`config.mk`:
```
export PLATFORM = sky130hd
export DESIGN_NAME = fft64_frame_ctrl_flat
export DESIGN_NICKNAME = d
export VERILOG_FILES = /design/src/rtl/fft64_pkg.sv /design/src/rtl/fft64_frame_ctrl_if.sv /design/src/rtl/fft64_word_unpack.sv /design/src/rtl/fft64_frame_ctrl.sv /design/src/flat_wrapper.sv
export SDC_FILE = /design/constraint.sdc
export NUM_CORES = 1
export LEC_CHECK = 0
export ABC_CLOCK_PERIOD_IN_PS = 2450
export BUFFER_PORTS_ARGS = -buffer_cell sky130_fd_sc_hd__buf_4
export CORE_ASPECT_RATIO = 0.75
export CORE_UTILIZATION = 54
export CTS_CLUSTER_DIAMETER = 100
export CTS_CLUSTER_SIZE = 40
export DETAILED_ROUTE_END_ITERATION = 10
export PLACE_DENSITY = 0.81
export SLEW_MARGIN = 10
export SYNTH_ARGS = -nofsm -noshare
export SYNTH_HDL_FRONTEND = slang
export SYNTH_HIERARCHICAL = 1
export SYNTH_SLANG_ARGS = --single-unit
```
`constraint.sdc`:
```
create_clock -name i_clk -period 2.45 [get_ports i_clk]
set_input_delay 0.245 -clock i_clk [delete_from_list [all_inputs] [get_ports i_clk]]
set_output_delay 0.245 -clock i_clk [all_outputs]
set_load 0.03 [all_outputs]
```
`src/rtl/fft64_pkg.sv`:
```
// Shared constants and FSM encoding for the fft64 frame sequencer.
// Sample k of a reader word: re at [LANE*k+RE_LSB +: W], im at [LANE*k+IM_LSB +: W].
package fft64_pkg;
    localparam int N      = 64;
    localparam int W      = 11;
    localparam int SPW    = 4;
    localparam int RE_LSB = 16;
    localparam int IM_LSB = 0;
    localparam int LANE   = 32;
    localparam int WORD_W = LANE * SPW;
    localparam int SIDX_W = $clog2(SPW);

    typedef enum logic [1:0] {
        ST_IDLE,
        ST_FETCH,
        ST_FEED,
        ST_DRAIN
    } state_t;
endpackage

```
`src/rtl/fft64_frame_ctrl_if.sv`:
```
// Bundle of control, reader, fft64 and sink signals around the frame sequencer.
// master = sequencer view, slave = surrounding environment view.
interface fft64_frame_ctrl_if;
    import fft64_pkg::*;

    logic                start;
    logic [7:0]          nframes;
    logic                busy;
    logic [WORD_W-1:0]   reader_data;
    logic                reader_empty;
    logic                reader_en;
    logic                valid_a;
    logic signed [W-1:0] ar;
    logic signed [W-1:0] ai;
    logic                full;
    logic                valid_o;
    logic signed [W-1:0] xr;
    logic signed [W-1:0] xi;
    logic                rd_en;
    logic                out_valid;
    logic                out_ready;
    logic signed [W-1:0] out_re;
    logic signed [W-1:0] out_im;
    logic [5:0]          out_idx;
    logic                frame_done;

    modport master (
        input  start, nframes, reader_data, reader_empty, full, valid_o, xr, xi, out_ready,
        output busy, reader_en, valid_a, ar, ai, rd_en, out_valid, out_re, out_im, out_idx,
               frame_done
    );

    modport slave (
        output start, nframes, reader_data, reader_empty, full, valid_o, xr, xi, out_ready,
        input  busy, reader_en, valid_a, ar, ai, rd_en, out_valid, out_re, out_im, out_idx,
               frame_done
    );
endinterface

```
`src/rtl/fft64_word_unpack.sv`:
```
// Combinational lane select: picks sample i_sidx (re/im) out of a packed reader word.
module fft64_word_unpack
    import fft64_pkg::*;
(
    input  logic [WORD_W-1:0] i_word,
    input  logic [SIDX_W-1:0] i_sidx,
    output logic signed [W-1:0] o_re,
    output logic signed [W-1:0] o_im
);
    logic [W-1:0]   w_re [SPW];
    logic [W-1:0]   w_im [SPW];
    logic [SPW-1:0] w_unused_pad;

    for (genvar gi = 0; gi < SPW; gi++) begin : g_lane
        assign w_re[gi] = i_word[gi*LANE+RE_LSB +: W];
        assign w_im[gi] = i_word[gi*LANE+IM_LSB +: W];
        // Padding bits between the fields carry nothing.
        assign w_unused_pad[gi] = ^{i_word[gi*LANE+IM_LSB+W +: RE_LSB-IM_LSB-W],
                                    i_word[gi*LANE+RE_LSB+W +: LANE-RE_LSB-W]};
    end

    assign o_re = w_re[i_sidx];
    assign o_im = w_im[i_sidx];
endmodule

```
`src/rtl/fft64_frame_ctrl.sv`:
```
// Frame sequencer: fetches packed reader words, feeds N samples into fft64,
// then drains N bins into a ready/valid sink, for nframes frames per run.
module fft64_frame_ctrl
    import fft64_pkg::*;
(
    input  logic               i_clk,
    input  logic               i_rst_n,
    fft64_frame_ctrl_if.master bus
);
    state_t              r_state;
    state_t              w_state_next;
    logic                r_fetch_pend;
    logic [WORD_W-1:0]   r_buf;
    logic [SIDX_W-1:0]   r_sidx;
    logic [6:0]          r_scnt;
    logic [6:0]          r_bcnt;
    logic [7:0]          r_fcnt;
    logic [7:0]          r_nframes;
    logic                r_out_valid;
    logic signed [W-1:0] r_out_re;
    logic signed [W-1:0] r_out_im;
    logic [5:0]          r_out_idx;

    logic signed [W-1:0] w_re;
    logic signed [W-1:0] w_im;
    logic w_valid_a, w_xfer, w_last_sample, w_accept, w_last_bin, w_last_frame;
    logic w_reader_en, w_rd_en, w_frame_done;

    fft64_word_unpack u_unpack (
        .i_word (r_buf),
        .i_sidx (r_sidx),
        .o_re   (w_re),
        .o_im   (w_im)
    );

    assign w_valid_a     = (r_state == ST_FEED);
    assign w_xfer        = w_valid_a && !bus.full;
    assign w_last_sample = (r_sidx == SIDX_W'(SPW - 1));
    assign w_accept      = r_out_valid && bus.out_ready;
    assign w_last_bin    = w_accept && (r_out_idx == 6'(N - 1));
    assign w_last_frame  = ((r_fcnt + 8'd1) == r_nframes);

    always_ff @(posedge i_clk or negedge i_rst_n) begin
        if (!i_rst_n) r_state <= ST_IDLE;
        else          r_state <= w_state_next;
    end

    always_comb begin
        w_state_next = r_state;
        w_reader_en  = 1'b0;
        w_rd_en      = 1'b0;
        w_frame_done = 1'b0;
        case (r_state)
            ST_IDLE: begin
                if (bus.start) w_state_next = ST_FETCH;
            end
            ST_FETCH: begin
                if (r_fetch_pend)           w_state_next = ST_FEED;
                else if (!bus.reader_empty) w_reader_en  = 1'b1;
            end
            ST_FEED: begin
                if (w_xfer && w_last_sample)
                    w_state_next = (r_scnt == 7'(N - 1)) ? ST_DRAIN : ST_FETCH;
            end
            ST_DRAIN: begin
                // Never pull a bin past the frame's last one while it is still held.
                w_rd_en = bus.valid_o &&
                          (!r_out_valid || (bus.out_ready && r_out_idx != 6'(N - 1)));
                w_frame_done = w_last_bin;
                if (w_last_bin) w_state_next = w_last_frame ? ST_IDLE : ST_FETCH;
            end
            default: w_state_next = ST_IDLE;
        endcase
    end

    always_ff @(posedge i_clk or negedge i_rst_n) begin
        if (!i_rst_n) begin
            r_fetch_pend <= 1'b0;
            r_buf        <= '0;
            r_sidx       <= '0;
            r_scnt       <= '0;
            r_bcnt       <= '0;
            r_fcnt       <= '0;
            r_nframes    <= '0;
            r_out_valid  <= 1'b0;
            r_out_re     <= '0;
            r_out_im     <= '0;
            r_out_idx    <= '0;
        end else begin
            r_fetch_pend <= w_reader_en;
            if (r_state == ST_IDLE && bus.start) begin
                r_nframes <= (bus.nframes == 8'd0) ? 8'd1 : bus.nframes;
                r_fcnt    <= '0;
                r_scnt    <= '0;
                r_bcnt    <= '0;
                r_sidx    <= '0;
            end
            if (r_state == ST_FETCH && r_fetch_pend) begin
                r_buf  <= bus.reader_data;
                r_sidx <= '0;
            end
            if (w_xfer) begin
                r_sidx <= r_sidx + SIDX_W'(1);
                r_scnt <= (r_scnt == 7'(N - 1)) ? 7'd0 : r_scnt + 7'd1;
            end
            if (w_accept) r_out_valid <= 1'b0;
            if (w_rd_en) begin
                r_out_valid <= 1'b1;
                r_out_re    <= bus.xr;
                r_out_im    <= bus.xi;
                r_out_idx   <= r_bcnt[5:0];
                r_bcnt      <= (r_bcnt == 7'(N - 1)) ? 7'd0 : r_bcnt + 7'd1;
            end
            if (w_last_bin && !w_last_frame) r_fcnt <= r_fcnt + 8'd1;
        end
    end

    assign bus.busy       = (r_state != ST_IDLE);
    assign bus.reader_en  = w_reader_en;
    assign bus.valid_a    = w_valid_a;
    assign bus.ar         = w_valid_a ? w_re : '0;
    assign bus.ai         = w_valid_a ? w_im : '0;
    assign bus.rd_en      = w_rd_en;
    assign bus.out_valid  = r_out_valid;
    assign bus.out_re     = r_out_re;
    assign bus.out_im     = r_out_im;
    assign bus.out_idx    = r_out_idx;
    assign bus.frame_done = w_frame_done;
endmodule
```
`src/flat_wrapper.sv`:
```
// flat-port wrapper written by rule: the top's interface ports become plain ports
module fft64_frame_ctrl_flat import fft64_pkg::*;
  (i_clk, i_rst_n, bus_start, bus_nframes, bus_reader_data, bus_reader_empty, bus_full, bus_valid_o, bus_xr, bus_xi, bus_out_ready, bus_busy, bus_reader_en, bus_valid_a, bus_ar, bus_ai, bus_rd_en, bus_out_valid, bus_out_re, bus_out_im, bus_out_idx, bus_frame_done);
  fft64_frame_ctrl_if bus_i ();
  input  logic i_clk;
  input  logic i_rst_n;
  input wire logic [$bits(bus_i.start)-1:0] bus_start;
  input wire logic [$bits(bus_i.nframes)-1:0] bus_nframes;
  input wire logic [$bits(bus_i.reader_data)-1:0] bus_reader_data;
  input wire logic [$bits(bus_i.reader_empty)-1:0] bus_reader_empty;
  input wire logic [$bits(bus_i.full)-1:0] bus_full;
  input wire logic [$bits(bus_i.valid_o)-1:0] bus_valid_o;
  input wire logic [$bits(bus_i.xr)-1:0] bus_xr;
  input wire logic [$bits(bus_i.xi)-1:0] bus_xi;
  input wire logic [$bits(bus_i.out_ready)-1:0] bus_out_ready;
  output wire logic [$bits(bus_i.busy)-1:0] bus_busy;
  output wire logic [$bits(bus_i.reader_en)-1:0] bus_reader_en;
  output wire logic [$bits(bus_i.valid_a)-1:0] bus_valid_a;
  output wire logic [$bits(bus_i.ar)-1:0] bus_ar;
  output wire logic [$bits(bus_i.ai)-1:0] bus_ai;
  output wire logic [$bits(bus_i.rd_en)-1:0] bus_rd_en;
  output wire logic [$bits(bus_i.out_valid)-1:0] bus_out_valid;
  output wire logic [$bits(bus_i.out_re)-1:0] bus_out_re;
  output wire logic [$bits(bus_i.out_im)-1:0] bus_out_im;
  output wire logic [$bits(bus_i.out_idx)-1:0] bus_out_idx;
  output wire logic [$bits(bus_i.frame_done)-1:0] bus_frame_done;
  assign bus_i.start = bus_start;
  assign bus_i.nframes = bus_nframes;
  assign bus_i.reader_data = bus_reader_data;
  assign bus_i.reader_empty = bus_reader_empty;
  assign bus_i.full = bus_full;
  assign bus_i.valid_o = bus_valid_o;
  assign bus_i.xr = bus_xr;
  assign bus_i.xi = bus_xi;
  assign bus_i.out_ready = bus_out_ready;
  assign bus_busy = bus_i.busy;
  assign bus_reader_en = bus_i.reader_en;
  assign bus_valid_a = bus_i.valid_a;
  assign bus_ar = bus_i.ar;
  assign bus_ai = bus_i.ai;
  assign bus_rd_en = bus_i.rd_en;
  assign bus_out_valid = bus_i.out_valid;
  assign bus_out_re = bus_i.out_re;
  assign bus_out_im = bus_i.out_im;
  assign bus_out_idx = bus_i.out_idx;
  assign bus_frame_done = bus_i.frame_done;
  fft64_frame_ctrl u_core (.i_clk(i_clk), .i_rst_n(i_rst_n), .bus(bus_i));
endmodule
```
==> results of run 1 <==
-- area by class of cell --
type | count | area (sq um) | share of cell area
tap | 166 | 208 | 0.0227
inverter | 5 | 18.8 | 0.00205
timing repair buffer | 197 | 1540 | 0.168
clock buffer | 19 | 443 | 0.0484
clock inverter | 13 | 138 | 0.0150
multi-input combinational | 377 | 3000 | 0.328
sequential | 152 | 3800 | 0.416
-- registers in the layout (all words and copies together) (netlist names), 2 cells and up --
name	count
u_core/r_nframes	8
u_core/bus.out_idx	6
u_core/bus.out_im	11
u_core/r_bcnt	7
u_core/bus.out_re	11
u_core/r_scnt	7
u_core/r_sidx	2
u_core/r_buf	88
u_core/r_fcnt	8
u_core/r_state	2
-- worst min path at each step --
stage | from | end | slack [ns] | cells after the start
6_report | bus_xr[4] | u_core/bus.out_re[4] | 0.01 | 3
5_1_grt | bus_xi[10] | u_core/bus.out_im[10] | 0.006 | 3
4_1_cts | bus_xi[1] | u_core/bus.out_im[1] | 0.0002 | 3
3_5_place_dp | i_rst_n | u_core/r_fcnt[3] | 0.29 | 1
3_3_place_gp | i_rst_n | u_core/r_fcnt[6] | 0.28 | 1
2_1_floorplan | i_rst_n | u_core/bus.out_idx[0] | -0.05 | 0
-- stage by stage --
stage | worst slack (ns) | instances | utilization
after CTS | 0.105 | 929 | 0.735
after global placement | 0.240 | 895 | 0.686
final | 0.135 | 929 | 0.735
after detailed placement | 0.153 | 895 | 0.686
after global routing | 0.0233 | 929 | 0.735
after floorplan | 0.320 | 569 | -
-- power by group through the flow --
stage / clock (mW) / combinational [mW] / sequential (mW)
after floorplan: 0 / 2.85 / 4.47
after global placement: 0 / 4.44 / 4.25
after detailed placement: 0 / 4.61 / 4.37
after CTS: 2.59 / 4.64 / 4.34
after global routing: 2.72 / 4.94 / 4.46
final: 2.54 / 4.62 / 4.35
-- worst min-delay path: cells and delay by family --
kind / cells / cell delay [ns]
simple gates: 2 / 0.08
buf+inv: 1 / 0.07
-- routing by layer --
layer / vias up / part of all wire / GRT usage
li1: 2351 / - / -
met1: 2514 / 0.41 / 0.313
met2: 180 / 0.52 / 0.441
met3: 17 / 0.066 / 0.0759
met4: 0 / 0.011 / 0.0927
met5: - / 0 / 0
-- timing repair --
item | 4_1_cts | 5_1_grt
hold buffers | 2 | 0
setup endpoints to repair | 0 | 4
gates resized for setup | 0 | 2
endpoints found under the hold margin | 65 | 0
==> out/results.tsv, run 1 <==
metric	value	unit
Fin Setup TNS	0	ns
Worst Setup End Kind	primary output	
TritonRoute pass-1 iters	4	
Pwr Density	1260	nW/um^2
die width	133	um
post-route DRC violation count	0	
Cell Rows	35	
Worst Setup SP	u_core/r_sidx[0]	
pin count of the biggest net entering global routing	69	
CP max stage delay	0.54	ns
Post-Route WL	16600	um
DP Wirelength	12000	um
Final Power	11.5	mW
share of cells above drive strength 1	0.464	
reg2reg setup slack	0.14	ns
Switching Fraction	0.361	
clk_skew	0.00922	ns
WS Path Type	reg -> out	
finished layout cell area	9150	sq um
clock slew at reported path FFs	0.07	ns
Routed wire per std cell	17.9	um
Placer Congestion	0.842	
Worst path slowest cell	mux4_2	
highest-count cells in the layout ignoring fill and taps	buf_4, dfrtp_1, nand2_1	
Cell Area, Placed	8540	sq um
gate count after technology mapping	569	
Initial Util	0.561	
Synth Net Count	738	
Final Critical Period	2.32	ns
Slew headroom	0.584	
Crit Path Max Fanout	18	
Crit. path cell count	4	
# port buffers	180	
Routed Antenna Nets	0	
I/O pin count	221	
Syn. warnings	6	
vias in the first global route	5361	
Clock Power Share	0.221	
Area Growth Syn to Fin	31.1	%
Data required, critical path	2.20	ns
Die Area	13400	sq um
worst r2r src	u_core/r_fcnt[1]	
GR Overflow Total	0	
H-tree depth	4	
CTS tree	built	
Register-to-Register Path Depth	7	
Comb power frac	0.401	
post-synth design cell area	6980	sq um
CTS sink count	152	
worst vdd ir	0.000761	V
cell family with most CP delay	multiplexers	
commonest non-fill, non-tap cell in the layout	buf_4	
Core Area	12400	sq um
max-slew violation count	0	
outcome	complete, no violations	
crit path capture	bus_ar[6]	
Die H	100	um
RSZ-0062 raised after global routing	false	
final setup fails	0	
CTS Buf Count	17	
Hold Path Class	in -> reg	
Leak	4.38	nW
worst skew pair latency	0.41	ns
Worst Path Arrival	2.07	ns
Seq pwr share	0.378	
Fin Hold WS	0.0140	ns
startpoint types	flip-flop	
WP buf/inv	2	
final hold vios	0	
Nets	919	
GRT Util Overall	0.257	
max_cap viols	0	
crit-path cells	buf_12 -> mux4_2 -> and2_1 -> buf_4	
fill count	856	
antenna cells	0	
CTS Root Cell	clkbuf_16	
initial antenna violation count	0	
Mean Syn Cell Area	12.3	sq um
drt via density	5.45	
Tcrit/Tclk final	0.945	
via count	5062	
Least-Margin Pin Slew	0.624	ns
Max Fclk	432	MHz
1st-iter DRT viols	214	
Longest Clk Path Bufs	2	
Internal Power	7.36	mW
global-route wire length before repair	26200	um
switching power total	4.15	mW
Post CTS Setup Buffer Count	0	
reg-to-reg critical path endpoint	u_core/r_fcnt[4]	
Power figures use the tool's default switching activity.
==> run 2: changes to the inputs <==
--- a/config.mk
+++ b/config.mk
@@ -8,11 +8,10 @@
 export ABC_CLOCK_PERIOD_IN_PS = 2450
 export BUFFER_PORTS_ARGS = -buffer_cell sky130_fd_sc_hd__buf_4
 export CORE_ASPECT_RATIO = 0.75
-export CORE_UTILIZATION = 54
+export CORE_UTILIZATION = 37
 export CTS_CLUSTER_DIAMETER = 100
 export CTS_CLUSTER_SIZE = 40
 export DETAILED_ROUTE_END_ITERATION = 10
-export PLACE_DENSITY = 0.81
 export SLEW_MARGIN = 10
 export SYNTH_ARGS = -nofsm -noshare
 export SYNTH_HDL_FRONTEND = slang
==> out/results.tsv, run 2 (synthesis results as in run 1) <==
metric	value	unit
max_cap viols	0	
Finished Core Util	0.504	
final setup fails	0	
TritonRoute pass-1 iters	9	
Area Growth Syn to Fin	33.3	%
Tcrit/Tclk final	0.933	
Data required, critical path	2.20	ns
CP max stage delay	0.51	ns
# port buffers	180	
Least-Margin Pin Slew	0.509	ns
Hold Crit Endpoint	u_core/bus.out_re[9]	
antenna cells	0	
startpoint types	flip-flop	
Initial Util	0.378	
1st-iter DRT viols	192	
Hold Path Class	in -> reg	
Post-Route WL	16200	um
outcome	finished, violations left	
share of cells above drive strength 1	0.458	
Die Area	19400	sq um
Routed wire per std cell	15.9	um
clock slew at reported path FFs	0.06	ns
H-tree depth	4	
commonest non-fill, non-tap cell in the layout	buf_4	
Die H	121	um
Longest Clk Path Bufs	2	
Worst path slowest cell	dfrtp_1	
Post CTS Setup Buffer Count	0	
cell family with most CP delay	buffers and inverters	
drt via density	4.89	
reg2reg setup slack	0.18	ns
initial antenna violation count	0	
WP buf/inv	3	
Cell Rows	43	
failing checks	DRC	
Register-to-Register Path Depth	7	
pin count of the biggest net entering global routing	79	
post-route DRC violation count	2	
crit-path cells	nand4_1 -> or2_2 -> inv_1 -> buf_6 -> buf_4	
Biggest register	u_core/r_buf	
die width	161	um
Hold Path Origin	bus_xr[9]	
number of flip-flops in the largest register	88	
WS Path Type	reg -> out	
Worst Setup End Kind	primary output	
Routed Antenna Nets	0	
Fin Setup TNS	0	ns
vias in the first global route	5180	
RSZ-0062 raised after global routing	false	
Core Area	18500	sq um
Max Fclk	437	MHz
global-route wire length before repair	26300	um
reg-to-reg critical path endpoint	u_core/r_fcnt[4]	
DP Wirelength	11500	um
GRT Util Overall	0.173	
CTS Root Cell	clkbuf_16	
I/O pin count	221	
max-slew violation count	0	
CTS Buf Count	17	
clk_skew	0.00995	ns
Nets	925	
worst r2r src	u_core/r_fcnt[1]	
Final Critical Period	2.29	ns
highest-count cells in the layout ignoring fill and taps	buf_4, dfrtp_1, nand2_1	
CTS sink count	152	
via count	4973	
Leak	4.40	nW
Pwr Density	1220	nW/um^2
Worst Path Arrival	2.04	ns
cell depth of the worst hold path	3	
Placer Congestion	0.790	
worst skew pair latency	0.41	ns
GR Overflow Total	0	
final hold vios	0	
worst vdd ir	0.000599	V
Crit Path Max Fanout	26	
Slew headroom	0.659	
CTS tree	built	
Worst Setup SP	u_core/r_state[0]	
run 2: changes by cell type in the layout (fill, tap and decap cells not counted), moves of 2 or more:
cell,before,now
dlygate4sd3_1,2,10
clkinv_4,4,2
clkinv_2,1,3
buf_4,190,187
run 2: area by class of cell:
class                      instances  area (sq um)
multi-input combinational        377          2990
clock buffer                      18           439
sequential                       152          3810
timing repair buffer             203          1610
clock inverter                    14           135
inverter                           5          18.8
tap                              247           309
fill                            1634          9150
run 2: repair_timing:
| action | in CTS | in global routing |
|---|---|---|
| hold buffers | 10 | 0 |
| resized for setup | 0 | 2 |
| endpoints found under the hold margin | 47 | 0 |
| setup endpoints to repair | 0 | 2 |
run 2: how the worst max path moves through the flow:
stage | cells past startpoint | slack [ns] | to
5_1_grt | 5 | 0.03 | bus_rd_en
3_3_place_gp | 7 | 0.24 | u_core/r_fcnt[4]
2_1_floorplan | 7 | 0.32 | u_core/r_fcnt[3]
6_report | 5 | 0.16 | bus_rd_en
3_5_place_dp | 7 | 0.20 | u_core/r_fcnt[5]
4_1_cts | 5 | 0.06 | bus_rd_en
run 2: power by group:
group,switching (mW),internal [mW],total [mW]
Clock,1.09,1.45,2.54
Combinational,2.27,2.27,4.55
Sequential,0.675,3.62,4.29
Total,4.04,7.34,11.4
run 2: through the flow:
step | hold slack, ns | power, mW | area [sq um] | instances | setup slack, ns
final | 0.0214 | 11.4 | 9300 | 1016 | 0.163
after global routing | 0.00516 | 12.1 | 9300 | 1016 | 0.0271
after CTS | 0.000789 | 11.5 | 9300 | 1016 | 0.0622
after detailed placement | 0.191 | 8.90 | 8620 | 974 | 0.197
after global placement | 0.174 | 8.71 | 8620 | 974 | 0.238
after floorplan | -0.0506 | 7.32 | 6980 | 569 | 0.320
run 2: worst min-delay path, cell delays in order:
cell     delay [ns]
buf_4          0.08
nand2_1        0.04
nand2_1        0.05
run 2: per-layer routing:
metal  share of wire  vias up  wire, um  global-route usage
li1                -     2358         -                   -
met3           0.050       12       813              0.0513
met2            0.50      119      8110               0.283
met4           0.010        0       161              0.0512
met1            0.44     2484      7090               0.221
met5               0        -         0                   0
